**config.mk**
```make
export PLATFORM = sky130hd
export DESIGN_NAME = sram_req_ctrl
export DESIGN_NICKNAME = d
export VERILOG_FILES = /design/src/rtl/sram_pkg.sv /design/src/rtl/sram_rsp_fifo.sv /design/src/rtl/sram_req_ctrl.sv
export SDC_FILE = /design/constraint.sdc
export NUM_CORES = 1
export LEC_CHECK = 0
export ABC_AREA = 0
export CAP_MARGIN = 10
export CORE_ASPECT_RATIO = 0.75
export CORE_MARGIN = 5
export CORE_UTILIZATION = 51
export CTS_CLUSTER_DIAMETER = 100
export DETAILED_ROUTE_END_ITERATION = 16
export PLACE_DENSITY = 0.91
export SYNTH_ARGS = -nofsm -noshare
export SYNTH_HDL_FRONTEND = slang
export SYNTH_SLANG_ARGS = --single-unit
export TNS_END_PERCENT = 30
```
**constraint.sdc**
```tcl
create_clock -name clk -period 10.1 [get_ports clk]
set_input_delay 1.515 -clock clk [delete_from_list [all_inputs] [get_ports clk]]
set_output_delay 1.515 -clock clk [all_outputs]
set_load 0.02 [all_outputs]
```
**src/rtl/sram_pkg.sv**
```systemverilog
// Shared SRAM definitions: default geometry, read latency and request-type encoding
// for the request controller and its response FIFO.
package sram_pkg;

  localparam int SRAM_DWIDTH = 32;
  localparam int SRAM_AWIDTH = 8;
  localparam int SRAM_RD_LAT = 1;

  typedef enum logic [1:0] {
    REQ_NONE,
    REQ_WR,
    REQ_RD
  } req_e;

endpackage

```
**src/rtl/sram_rsp_fifo.sv**
```systemverilog
// Small synchronous FIFO holding SRAM read data until the consumer takes it.
// Head entry is always presented on data_o; pop is ignored when empty.
module sram_rsp_fifo #(
  parameter int DEPTH  = 3,
  parameter int DWIDTH = 32,
  localparam int CW = $clog2(DEPTH + 1),
  localparam int PW = (DEPTH > 1) ? $clog2(DEPTH) : 1
) (
  input  logic              clk,
  input  logic              rst,
  input  logic              push_i,
  input  logic [DWIDTH-1:0] data_i,
  input  logic              pop_i,
  output logic [DWIDTH-1:0] data_o,
  output logic [CW-1:0]     count_o
);

  logic [DWIDTH-1:0] mem_q [DEPTH];
  logic [PW-1:0]     wr_ptr_q, wr_ptr_d;
  logic [PW-1:0]     rd_ptr_q, rd_ptr_d;
  logic [CW-1:0]     count_q, count_d;
  logic              pop;

  assign pop = pop_i && (count_q != '0);

  always_comb begin
    wr_ptr_d = wr_ptr_q;
    rd_ptr_d = rd_ptr_q;
    if (push_i) wr_ptr_d = (wr_ptr_q == PW'(DEPTH - 1)) ? '0 : wr_ptr_q + 1'b1;
    if (pop)    rd_ptr_d = (rd_ptr_q == PW'(DEPTH - 1)) ? '0 : rd_ptr_q + 1'b1;
    count_d = count_q + CW'(push_i) - CW'(pop);
  end

  always_ff @(posedge clk) begin
    if (rst) begin
      wr_ptr_q <= '0;
      rd_ptr_q <= '0;
      count_q  <= '0;
    end else begin
      wr_ptr_q <= wr_ptr_d;
      rd_ptr_q <= rd_ptr_d;
      count_q  <= count_d;
    end
  end

  // Storage carries no reset; only the pointers and count define validity.
  always_ff @(posedge clk) begin
    if (push_i) mem_q[wr_ptr_q] <= data_i;
  end

  assign data_o  = mem_q[rd_ptr_q];
  assign count_o = count_q;

endmodule

```
**src/rtl/sram_req_ctrl.sv**
```systemverilog
// Arbitrates write and read request streams onto one single-port SRAM and returns
// read data on a backpressured response stream, gated by occupancy credits.
module sram_req_ctrl
  import sram_pkg::*;
#(
  parameter int DWIDTH    = SRAM_DWIDTH,
  parameter int AWIDTH    = SRAM_AWIDTH,
  parameter int RSP_DEPTH = 3
) (
  input  logic              clk,
  input  logic              rst,
  input  logic              wr_valid,
  output logic              wr_ready,
  input  logic [AWIDTH-1:0] wr_addr,
  input  logic [DWIDTH-1:0] wr_data,
  input  logic              rd_valid,
  output logic              rd_ready,
  input  logic [AWIDTH-1:0] rd_addr,
  output logic              rsp_valid,
  input  logic              rsp_ready,
  output logic [DWIDTH-1:0] rsp_data,
  output logic              mem_we,
  output logic [AWIDTH-1:0] mem_addr,
  output logic [DWIDTH-1:0] mem_wdata,
  input  logic [DWIDTH-1:0] mem_rdata
);

  localparam int OW = $clog2(RSP_DEPTH + 1);

  logic [OW-1:0]          occ_q, occ_d;
  logic                   last_wr_q;
  logic [SRAM_RD_LAT-1:0] rd_pipe_q;
  logic [AWIDTH-1:0]      addr_q;
  logic [DWIDTH-1:0]      wdata_q;
  logic [OW-1:0]          fifo_count;
  logic                   rd_credit, rd_elig, rd_fire, pop;
  req_e                   gnt;

  // Credit comes from registered occupancy only, so rsp_ready never reaches rd_ready.
  assign rd_credit = occ_q < OW'(RSP_DEPTH);
  assign rd_elig   = rd_valid && rd_credit;

  always_comb begin
    gnt = REQ_NONE;
    if (!rst) begin
      if (wr_valid && rd_elig) gnt = last_wr_q ? REQ_RD : REQ_WR;
      else if (wr_valid)       gnt = REQ_WR;
      else if (rd_elig)        gnt = REQ_RD;
    end
  end

  assign wr_ready = (gnt == REQ_WR);
  assign rd_ready = (gnt == REQ_RD);
  assign rd_fire  = rd_ready;
  assign mem_we   = wr_ready;

  always_comb begin
    mem_addr  = addr_q;
    mem_wdata = wdata_q;
    case (gnt)
      REQ_WR: begin
        mem_addr  = wr_addr;
        mem_wdata = wr_data;
      end
      REQ_RD:  mem_addr = rd_addr;
      default: ;
    endcase
  end

  assign pop   = rsp_valid && rsp_ready;
  assign occ_d = occ_q + OW'(rd_fire) - OW'(pop);

  always_ff @(posedge clk) begin
    if (rst) begin
      occ_q     <= '0;
      last_wr_q <= 1'b0;
      rd_pipe_q <= '0;
    end else begin
      occ_q     <= occ_d;
      rd_pipe_q <= (rd_pipe_q << 1) | SRAM_RD_LAT'(rd_fire);
      if (gnt != REQ_NONE) last_wr_q <= (gnt == REQ_WR);
    end
  end

  // Idle cycles replay the last address/data to keep the SRAM pins quiet.
  always_ff @(posedge clk) begin
    addr_q  <= mem_addr;
    wdata_q <= mem_wdata;
  end

  sram_rsp_fifo #(
    .DEPTH  (RSP_DEPTH),
    .DWIDTH (DWIDTH)
  ) u_rsp_fifo (
    .clk     (clk),
    .rst     (rst),
    .push_i  (rd_pipe_q[SRAM_RD_LAT-1]),
    .data_i  (mem_rdata),
    .pop_i   (pop),
    .data_o  (rsp_data),
    .count_o (fifo_count)
  );

  assign rsp_valid = (fifo_count != '0);

endmodule
```
### Word level (Yosys, flattened, before mapping)

Memory sizes are Yosys's and may differ from the RTL's. A register that Yosys moved wholly into a read port is not among the register bits.
Cells that the tools add are included.

| operators by class | value |
|---|---|
| add/sub/neg operators | 6 |
| $mul | 0 |
| divide/modulo/power cells | 0 |
| order comparisons | 1 |
| equal/unequal tests | 4 |
| shift operators | 0 |
| mux-type cells | 13 |
| bitwise gates (word level) | 0 |
| reduce and logical (&&, ||, !) cells | 6 |

Operator list:

| cell | count |
|---|---|
| 2-to-1 mux 32 bit | 1 |
| 2-to-1 mux 2 bit | 9 |
| case mux 8 bit (2 select lines) | 1 |
| equality test 2 bit (second input constant) | 3 |
| adder 2 x 1 -> 2 bit | 2 |
| adder 2 x 1 -> 2 bit (second input constant) | 2 |
| logical AND 1 bit | 4 |
| nonzero test 2 bit | 2 |
| subtractor 2 x 1 -> 2 bit | 2 |
| equality test 2 x 1 -> 1 bit (second input constant) | 1 |
| < comparator 2 bit (second input constant) | 1 |
| 2-to-1 mux 1 bit | 2 |

| storage, ports and cells | value |
|---|---|
| register bits after elaboration | 50 |
| bits in latches | 0 |
| bits in writable memories | 96 |
| ROM bits | 0 |
| output and inout port bits | 76 |
| memories | 1 |

Memory list:

| name | words | width | read ports | clocked after memory_dff | wr ports | RTL line | text |
|---|---|---|---|---|---|---|---|
| u_rsp_fifo.mem_q | 3 | 32 | 1 | 1 | 1 | sram_rsp_fifo.sv:18 | `logic [DWIDTH-1:0] mem_q [DEPTH];` |

### Longest topological paths before layout

Gate-level depths: netlist (run 1).

| depth | value |
|---|---|
| depth after elaboration | 9 |
| depth in mapped cells | 7 |
| mapped depth without buffers | 7 |

### Cells and area by module

Synthesis (run 1) repeated with hierarchy kept, for this count alone.

| second synthesis, totals | value |
|---|---|
| cells, all modules | 361 |
| area total of the unflattened synthesis | 5529.1 um2 |

Modules (own cells, without submodules):

| module | instances | cells an instance | area an instance (um2) | seq. area each (um2) |
|---|---|---|---|---|
| sram_rsp_fifo | 1 | 240 | 3866.2 | 3042.9 |
| sram_req_ctrl | 1 | 121 | 1662.8 | 880.8 |

### Least setup slack after synthesis (run 1)

No wires, ideal clock.

| timing | value |
|---|---|
| path type | input to output |
| start point | input rd_valid |
| end point | output mem_wdata[30] |
| data arrival time | 2.514 ns |
| slack | 6.071 ns |
| cell stages on the path | 4 |
| path buffers | 1 |
| path through | a21boi_2 -> a21oi_4 -> buf_6 -> mux2_1 |

| on the way | value |
|---|---|
| longest elaborated chain between the ends | 7 |

RTL lines:

| item | RTL line | text |
|---|---|---|
| from (decl) | sram_req_ctrl.sv:16 | `input logic rd_valid,` |
| logical AND 1 bit (*) | sram_req_ctrl.sv:41 | `assign rd_elig = rd_valid && rd_credit;` |
| 2-to-1 mux 2 bit | sram_req_ctrl.sv:48 | `else if (rd_elig) gnt = REQ_RD;` |
| 2-to-1 mux 2 bit | sram_req_ctrl.sv:47 | `else if (wr_valid) gnt = REQ_WR;` |
| 2-to-1 mux 2 bit (*) | sram_req_ctrl.sv:46 | `if (wr_valid && rd_elig) gnt = last_wr_q ? REQ_RD : REQ_WR;` |
| 2-to-1 mux 2 bit (*) | sram_req_ctrl.sv:45 | `if (!rst) begin` |
| equality test 2 x 1 -> 1 bit (*) | -- |  |
| named net mem_we | sram_req_ctrl.sv:22 | `output logic mem_we,` |
| 2-to-1 mux 32 bit (*) | sram_req_ctrl.sv:60 | `case (gnt)` |
| to (decl) | sram_req_ctrl.sv:24 | `output logic [DWIDTH-1:0] mem_wdata,` |

The timed path passes the listed nets; every way through them passes the cells marked *.

### Worst setup path in the final report (run 1)

| timing | value |
|---|---|
| start point | input rst |
| end point | output mem_wdata[23] |

| on the way | value |
|---|---|
| longest elaborated chain between the ends | 3 |

RTL lines:

| item | RTL line | text |
|---|---|---|
| from (decl) | sram_req_ctrl.sv:11 | `input logic rst,` |
| 2-to-1 mux 2 bit | sram_req_ctrl.sv:45 |  |
| equality test 2 x 1 -> 1 bit | sram_req_ctrl.sv:60 |  |
| 2-to-1 mux 32 bit | sram_req_ctrl.sv:60 |  |

No other way between the ends.

==> flow_summary.ini, run 1 <==
[timing]
fmax_mhz = 175
setup_tns_ns = 0
min_period_ns = 5.73
slew_violations = 0
hold_viol = 0
fin_hold_ws_ns = 0.464
finalSetupViolCount = 0
slew_headroom_pct = 29.4
skew_ns = 0.00872
rsz0062_at_grt = false
timing.final.crit_share_pct = 56.7
tightestPinTransition_ns = 1.06

[synthesis]
synth.area.mux_share_pct = 13.1
yosysMostFrequentCell = edfxtp_1
synth_top_family_by_area = multiplexers
yosysUniqueCellTypes = 39
synth_top_area_share_pct = 52.4
synth_edf_count = 96
synth_fp_nets = 446
synth_top_cell_by_area = edfxtp_1
netlist_instances = 358
ys_async_sr_fraction_pct = 0
synth-main-ff-cell = edfxtp_1
synth_commonest_cells = edfxtp_1 (96), dfxtp_1 (52), nand2_1 (36), o21ai_0 (33), mux2i_1 (32)
yosys.area_share.xor_xnor_pct = 0.478
avgSynthCellArea_um2 = 15.4
synth-adder-area-share_pct = 0.682
netlist_top_cells_area = edfxtp_1 (52%), dfxtp_1 (19%), mux2i_1 (5.8%)
yosys.area_share.simple_pct = 5.39
netlist_area_um2 = 5500
synth_compound_area_share_pct = 6.41
synth_seq_cells = 148
seq_area_frac_synth_pct = 71.3
ys_warn_count = 0

[hold_path]
holdPathEnd = wdata_q[30]
hold_depth = 1
hold_path_class = register to register
min_from = wdata_q[30]

[layout]
antenna-diode-count = 0
drive_gt1_share_pct = 14.3
fin_area_um2 = 7770
area_growth_pct = 41.3
nets = 608

[power]
p_per_area_nw_per_um2 = 227
power.leakage_nw = 2.69
vdd.ir_drop.worst_uv = 157

[routing]
via_per_inst = 5.16
dr.max_layer_used = met4
postRouteAntennaNets = 0
wirelength_um = 12700
dr.first_iter.drc_count = 219
first_pass_iters = 4
wirelength_met1_um = 4890
avgRoutedWirePerCell_um = 19.0
met3_length_um = 1270
drc = 0
vias = 3455
met2WireLength_um = 6350

[flow_run]
maxCapViolCount = 0

[global_route]
grt_pass1_vias = 3809
grt_usage_pct = 20.0
grt_pass1_wl_um = 19500
grt_start_max_net_pins = 65
overflow = 0
antenna_found_initial = 0

[cts]
post-cts-setup-buffers = 0
clockBufferDepth = 2
cts_hold_buf = 0
clock-sinks = 148
post_cts_resized = 0
insertion_delay_ns = 0.41
cts_inserted_buffers = 17
clk_pin_slew_worst_paths_ns = 0.06
cts_root_buffer = clkbuf_16
htreeDepth = 4
cts_tree = built

[floorplan]
dieArea_um2 = 13000
core_um2 = 10400
rows = 32
fp.dieH_um = 99.9
die_w_um = 130
num_io_pins = 161
start_util_pct = 52.8

[worst_setup_path]
reg2reg_from = u_rsp_fifo.count_o[0]
crit_arrival_ns = 4.21
r2r_cells = 5
required_ns = 8.59
path_class = input pin to output pin
r2r_end = occ_q[1]
r2r_slack_ns = 8.14
cp-start-kind = input pin
end_kind = output pin
path_max_fanout = 42

[placed_design]
placed_cell_area_um2 = 7190
gp_congestion = 0.759
place.port_buffers = 160
hpwlAfterDp_um = 8370

[status]
status = finished clean
[cells in the final DEF (no fill, tap or decap), types with 2 or more instances in the layout]
cell             synthesis  routed
dfxtp_2                  0       2
clkinv_4                 0       2
ha_1                     3       3
or2_2                    2       2
mux2i_1                 32      32
clkinv_1                 0       2
edfxtp_1                96      96
inv_1                    6       6
a221o_1                  8       8
o21ai_0                 33      33
a21oi_1                  3       3
nor4b_1                  8       8
clkbuf_16                0      17
nor2b_1                  2       2
clkinv_2                 0       2
nor3_1                   2       2
inv_6                    0       5
nand2_1                 36      36
xor2_1                   2       2
clkinvlp_4               0       2
mux2_4                  10      10
buf_4                    1       3
dfxtp_1                 52      50
nor2_1                   5       3
clkdlybuf4s50_1          0     160
mux2_2                  21      21
nor2_4                   0       2
bufinv_16                0       2
[worst max-delay path by stage]
stage / startpoint / endpoint / slack (ns) / depth (start not counted)
4_1_cts: rst / mem_wdata[19] / 4.39 / 6
6_report: rst / mem_wdata[23] / 4.37 / 6
3_3_place_gp: rst / mem_wdata[18] / 4.46 / 6
5_1_grt: rst / mem_wdata[4] / 4.25 / 6
2_1_floorplan: rd_valid / mem_wdata[30] / 6.07 / 4
3_5_place_dp: rst / mem_wdata[19] / 4.39 / 6
[cell type report]
type | instances | area, um2
clock buffers | 17 | 425
clock inverters | 15 | 154
fillers | 637 | 2640
inverters | 6 | 22.5
multi-input cells | 184 | 1450
flip-flops and latches | 148 | 3930
well taps | 136 | 170
repair buffers | 163 | 1620
[power breakdown]
| group | internal (W) | total (W) | switching [W] |
|---|---|---|---|
| logic | 0.000219 | 0.000414 | 0.000194 |
| registers | 0.000696 | 0.000741 | 0.0000446 |
| clock network | 0.000365 | 0.000611 | 0.000245 |
[metrics by stage]
step / total power, W / instances / util (%) / setup WS (ns)
3_5_place_dp: 0.00117 / 637 / 69.1 / 4.39
3_3_place_gp: 0.00115 / 637 / 69.1 / 4.46
4_1_cts: 0.00178 / 669 / 74.7 / 4.39
5_1_grt: 0.00184 / 669 / 74.7 / 4.25
2_1_floorplan: 0.000966 / 358 / - / 6.07
6_report: 0.00177 / 669 / 74.7 / 4.37
[critical path, stage by stage]
cell and delay [ns]:
clkdlybuf4s50_1 0.77, nand2b_1 0.35, a21oi_4 0.11, buf_4 0.46
mux2_2 0.42, clkdlybuf4s50_1 0.55
[kinds of logic (layout without fill, tap and decap cells)]
group | Yosys count | count (layout)
AO/OA/AOI/OAI | 54 | 54
XOR/XNOR | 3 | 3
adder cells (fa/ha/maj) | 3 | 3
buffers and inverters | 26 | 201
flip-flops | 148 | 148
multiplexers | 64 | 64
AND/OR/NAND/NOR | 60 | 60
[routing by layer]
metal	GRT usage (%)	vias to the layer above
li1	-	1660
met1	22.7	1630
met2	33.9	149
met3	8.62	16
met4	6.79	0
met5	0	-
[flip-flops by register name (all words and copies together) (netlist names), named ones only]
register and count:
u_rsp_fifo.mem_q 96, u_rsp_fifo.wr_ptr_q 2, last_wr_q 1, u_rsp_fifo.count_o 2
rd_pipe_q 1, u_rsp_fifo.rd_ptr_q 2, occ_q 2, wdata_q 32
addr_q 8
No activity file was read; power rests on OpenSTA's default activity.
==> inputs of run 2 (changes only) <==
CORE_UTILIZATION = 42   (was 51)
PLACE_DENSITY = 0.81   (was 0.91)
clock period = 4.7 ns   (was 10.1 ns; I/O delays follow)
==> flow_summary.ini, run 2 (same netlist as run 1, synthesis figures left out) <==
[status]
status = finished clean

[placed_design]
dp_cells = 672
gp_congestion = 0.736
place.port_buffers = 160
placed_cell_area_um2 = 7240
hpwlAfterDp_um = 7810

[power]
finalPower_w = 0.00380
power.leakage_nw = 2.69
p_per_area_nw_per_um2 = 485
vdd.ir_drop.worst_uv = 313

[worst_setup_path]
cp-start-kind = input pin
required_ns = 3.99
timing.critical_path.buf_inv = 3
path_class = input pin to output pin
crit_arrival_ns = 3.07
path_max_fanout = 33
crit_family = buffers and inverters
cp_common_cell = clkdlybuf4s50_1
reg2reg_from = u_rsp_fifo.count_o[1]
crit_slowest_cell = clkdlybuf4s50_1
worstPathCellList = clkdlybuf4s50_1 > a21boi_2 > a21oi_4 > buf_4 > mux2_2 > clkdlybuf4s50_1
critPathMaxStageDelay_ns = 0.56
end_kind = output pin
startpoint = rd_valid

[global_route]
overflow = 0
antenna_found_initial = 0
met2_usage_pct = 26.4
grt_use_met1_pct = 17.5
use_met3_pct = 7.98
grt_pass1_vias = 3781
grt-busiest-layer = met2
grt_usage_pct = 15.7
grt_start_max_net_pins = 65
grt_pass1_wl_um = 18500

[cts]
cts_inserted_buffers = 17
cts_root_buffer = clkbuf_16
cts_tree = built
htreeDepth = 4
cts_hold_buf = 0
post_cts_resized = 0
clockBufferDepth = 2
clk_pin_slew_worst_paths_ns = 0.06
clock-sinks = 148
insertion_delay_ns = 0.40
post-cts-setup-buffers = 0

[layout]
biggestRegsByFlops = u_rsp_fifo.mem_q x96, wdata_q x32, addr_q x8
final_cells = 704
nets = 608
fin_area_um2 = 7830
drive_gt1_share_pct = 14.4
area_growth_pct = 42.4
largest-register = u_rsp_fifo.mem_q
final_cell_mix = clkdlybuf4s50_1 (160), edfxtp_1 (96), dfxtp_1 (50), nand2_1 (36), o21ai_0 (33)
final_common_cell = clkdlybuf4s50_1
largest_reg_flops = 96
antenna-diode-count = 0

[floorplan]
dieArea_um2 = 15500
num_io_pins = 161
start_util_pct = 42.6
core_um2 = 12900
die_w_um = 142
fp.dieH_um = 109
rows = 36

[timing]
setup_tns_ns = 0
timing.final.crit_share_pct = 80.4
fin_hold_ws_ns = 0.472
tightestPinTransition_ns = 1.07
finalSetupViolCount = 0
rsz0062_at_grt = false
hold_viol = 0
min_period_ns = 3.78
slew_violations = 0
skew_ns = 0.00817
fmax_mhz = 265
slew_headroom_pct = 28.8

[routing]
vias = 3417
wirelength_um = 11600
postRouteAntennaNets = 0
drc = 0
first_pass_iters = 5
dr.first_iter.drc_count = 144
via_per_inst = 4.85
avgRoutedWirePerCell_um = 16.5

[flow_run]
maxCapViolCount = 0

[hold_path]
min_from = wdata_q[28]
hold_path_class = register to register
run 2: report_power, final:
group | switching (W) | leakage, nW | internal, W
sequential | 0.0000956 | 1.31 | 0.00150
combinational | 0.000403 | 1.10 | 0.000470
clock | 0.000536 | 0.278 | 0.000798
total | 0.00103 | 2.69 | 0.00276
run 2: layer usage:
layer	share of wire, %	up-vias
li1	-	1656
met1	42	1618
met2	47	130
met3	10	13
met4	1.1	0
met5	0	-
run 2: through the flow:
| step | utilization [%] | worst slack [ns] |
|---|---|---|
| after floorplan | - | 1.38 |
| after global placement | 56.0 | 1.02 |
| after detailed placement | 56.0 | 0.930 |
| after CTS | 60.6 | 0.929 |
| after global routing | 60.6 | 0.827 |
| final | 60.6 | 0.921 |
run 2: worst paths after layout:
kind	endpoint	cells after the start	slack, ns
worst min register to register	wdata_q[28]	1	0.47
worst min-delay path	wdata_q[28]	1	0.47
worst max-delay path	mem_wdata[19]	6	0.92
worst max register to register	occ_q[1]	5	2.81
run 2: area by class of cell:
type,count,area (um2)
Tap cell,171,214
Fill cell,925,5090
Inverter,6,22.5
Sequential cell,148,3930
Clock buffer,18,429
Clock inverter,14,165
Multi-Input combinational cell,184,1450
Timing Repair Buffer,163,1620
==> inputs of run 3 (changes only) <==
CORE_UTILIZATION = 47   (was 42)
PLACE_DENSITY = 0.85   (was 0.81)
clock period = 3.5 ns   (was 4.7 ns; I/O delays follow)
==> flow_summary.ini, run 3 (same netlist as run 1, synthesis figures left out) <==
[power]
p_per_area_nw_per_um2 = 650
power.leakage_nw = 2.72
vdd.ir_drop.worst_uv = 446

[layout]
area_growth_pct = 43.2
drive_gt1_share_pct = 14.7
largest_reg_flops = 96
largest-register = u_rsp_fifo.mem_q
nets = 613
final_cells = 700
final_common_cell = clkdlybuf4s50_1
fin_area_um2 = 7880
final_cell_mix = clkdlybuf4s50_1 (160), edfxtp_1 (96), dfxtp_1 (50), nand2_1 (36), o21ai_0 (33)
biggestRegsByFlops = u_rsp_fifo.mem_q x96, wdata_q x32, addr_q x8

[worst_setup_path]
r2r_slack_ns = 1.55
r2r_end = occ_q[1]
path_class = input pin to output pin
end_kind = output pin
cp-start-kind = input pin
crit_arrival_ns = 2.73
required_ns = 2.97
path_max_fanout = 23
reg2reg_from = u_rsp_fifo.count_o[0]
r2r_cells = 5

[timing]
rsz0062_at_grt = false
tightestPinTransition_ns = 1.04
min_period_ns = 3.26
fmax_mhz = 307
skew_ns = 0.00941
slew_headroom_pct = 30.7
timing.final.crit_share_pct = 93.1
fin_hold_ws_ns = 0.473
hold_viol = 0
setup_tns_ns = 0
slew_violations = 0
finalSetupViolCount = 0

[floorplan]
fp.dieH_um = 104
start_util_pct = 47.7
num_io_pins = 161
core_um2 = 11500
rows = 34
dieArea_um2 = 14000
die_w_um = 135

[cts]
post_cts_resized = 0
cts_hold_buf = 0
htreeDepth = 4
post-cts-setup-buffers = 0
cts_tree = built
clock-sinks = 148
cts_inserted_buffers = 17
insertion_delay_ns = 0.40
clk_pin_slew_worst_paths_ns = 0.05
cts_root_buffer = clkbuf_16
clockBufferDepth = 2

[global_route]
grt_pass1_wl_um = 20600
grt_pass1_vias = 3895
antenna_found_initial = 1
grt_start_max_net_pins = 34
overflow = 0
grt_usage_pct = 19.1

[status]
status = finished clean

[routing]
first_pass_iters = 5
vias = 3502
postRouteAntennaNets = 0
wirelength_um = 12900
drc = 0
dr.first_iter.drc_count = 143
avgRoutedWirePerCell_um = 18.4
via_per_inst = 5.00

[placed_design]
placed_cell_area_um2 = 7290
place.port_buffers = 160
dp_cells = 668
hpwlAfterDp_um = 8790
gp_congestion = 0.776

[hold_path]
hold_path_class = register to register
min_from = wdata_q[20]
hold_depth = 1
holdPathEnd = wdata_q[20]

[flow_run]
maxCapViolCount = 0
-- run 3: changes by cell type in the layout (fill, tap and decap cells not counted), sizes merged --
cell / delta
inv: -6
buf: +5
clkinv: +5
bufinv: +1
clkbuf: -1
diode: +1
-- run 3: routing by layer --
| layer | part of all wire, % | track usage, % | vias up |
|---|---|---|---|
| met4 | 1.9 | 6.19 | 0 |
| li1 | - | - | 1663 |
| met1 | 40 | 22.2 | 1676 |
| met5 | 0 | 0 | - |
| met3 | 9.6 | 9.35 | 17 |
| met2 | 48 | 31.1 | 146 |
-- run 3: final cells by class --
class | instances | area [um2]
antenna | 1 | 2.50
clock buffer | 17 | 425
clock inverter | 14 | 161
fill | 748 | 3650
inverter | 6 | 22.5
multi-input combinational | 184 | 1450
sequential | 148 | 3930
tap | 162 | 203
timing repair buffer | 168 | 1690
-- run 3: how the worst max path moves through the flow --
stage	end	slack, ns	startpoint
CTS	mem_wdata[25]	0.22	rst
finish	mem_wdata[25]	0.24	rst
global placement	mem_wdata[4]	0.28	rst
floorplan	u_rsp_fifo.mem_q[0][0]	0.18	rd_pipe_q
detailed placement	mem_wdata[15]	0.24	rst
global route	mem_wdata[18]	0.14	wr_valid
-- run 3: critical path, stage by stage --
cell and delay, ns:
clkdlybuf4s50_1 0.45, nand2b_1 0.20, a21oi_4 0.38, buf_12 0.24, mux2_2 0.37, clkdlybuf4s50_1 0.56
-- run 3: report_power, final --
group          leakage, nW  internal [W]  switching (W)
Clock                0.274       0.00111       0.000667
Combinational         1.14      0.000646       0.000606
Sequential            1.31       0.00201      0.0000858
Total                 2.72       0.00377        0.00136
-- run 3: stage by stage --
| step | power [W] | setup slack, ns | utilization (%) |
|---|---|---|---|
| floorplan | 0.00279 | 0.177 | - |
| global placement | 0.00335 | 0.284 | 63.2 |
| detailed placement | 0.00338 | 0.244 | 63.2 |
| CTS | 0.00518 | 0.224 | 68.3 |
| global route | 0.00534 | 0.143 | 68.3 |
| finish | 0.00512 | 0.241 | 68.3 |
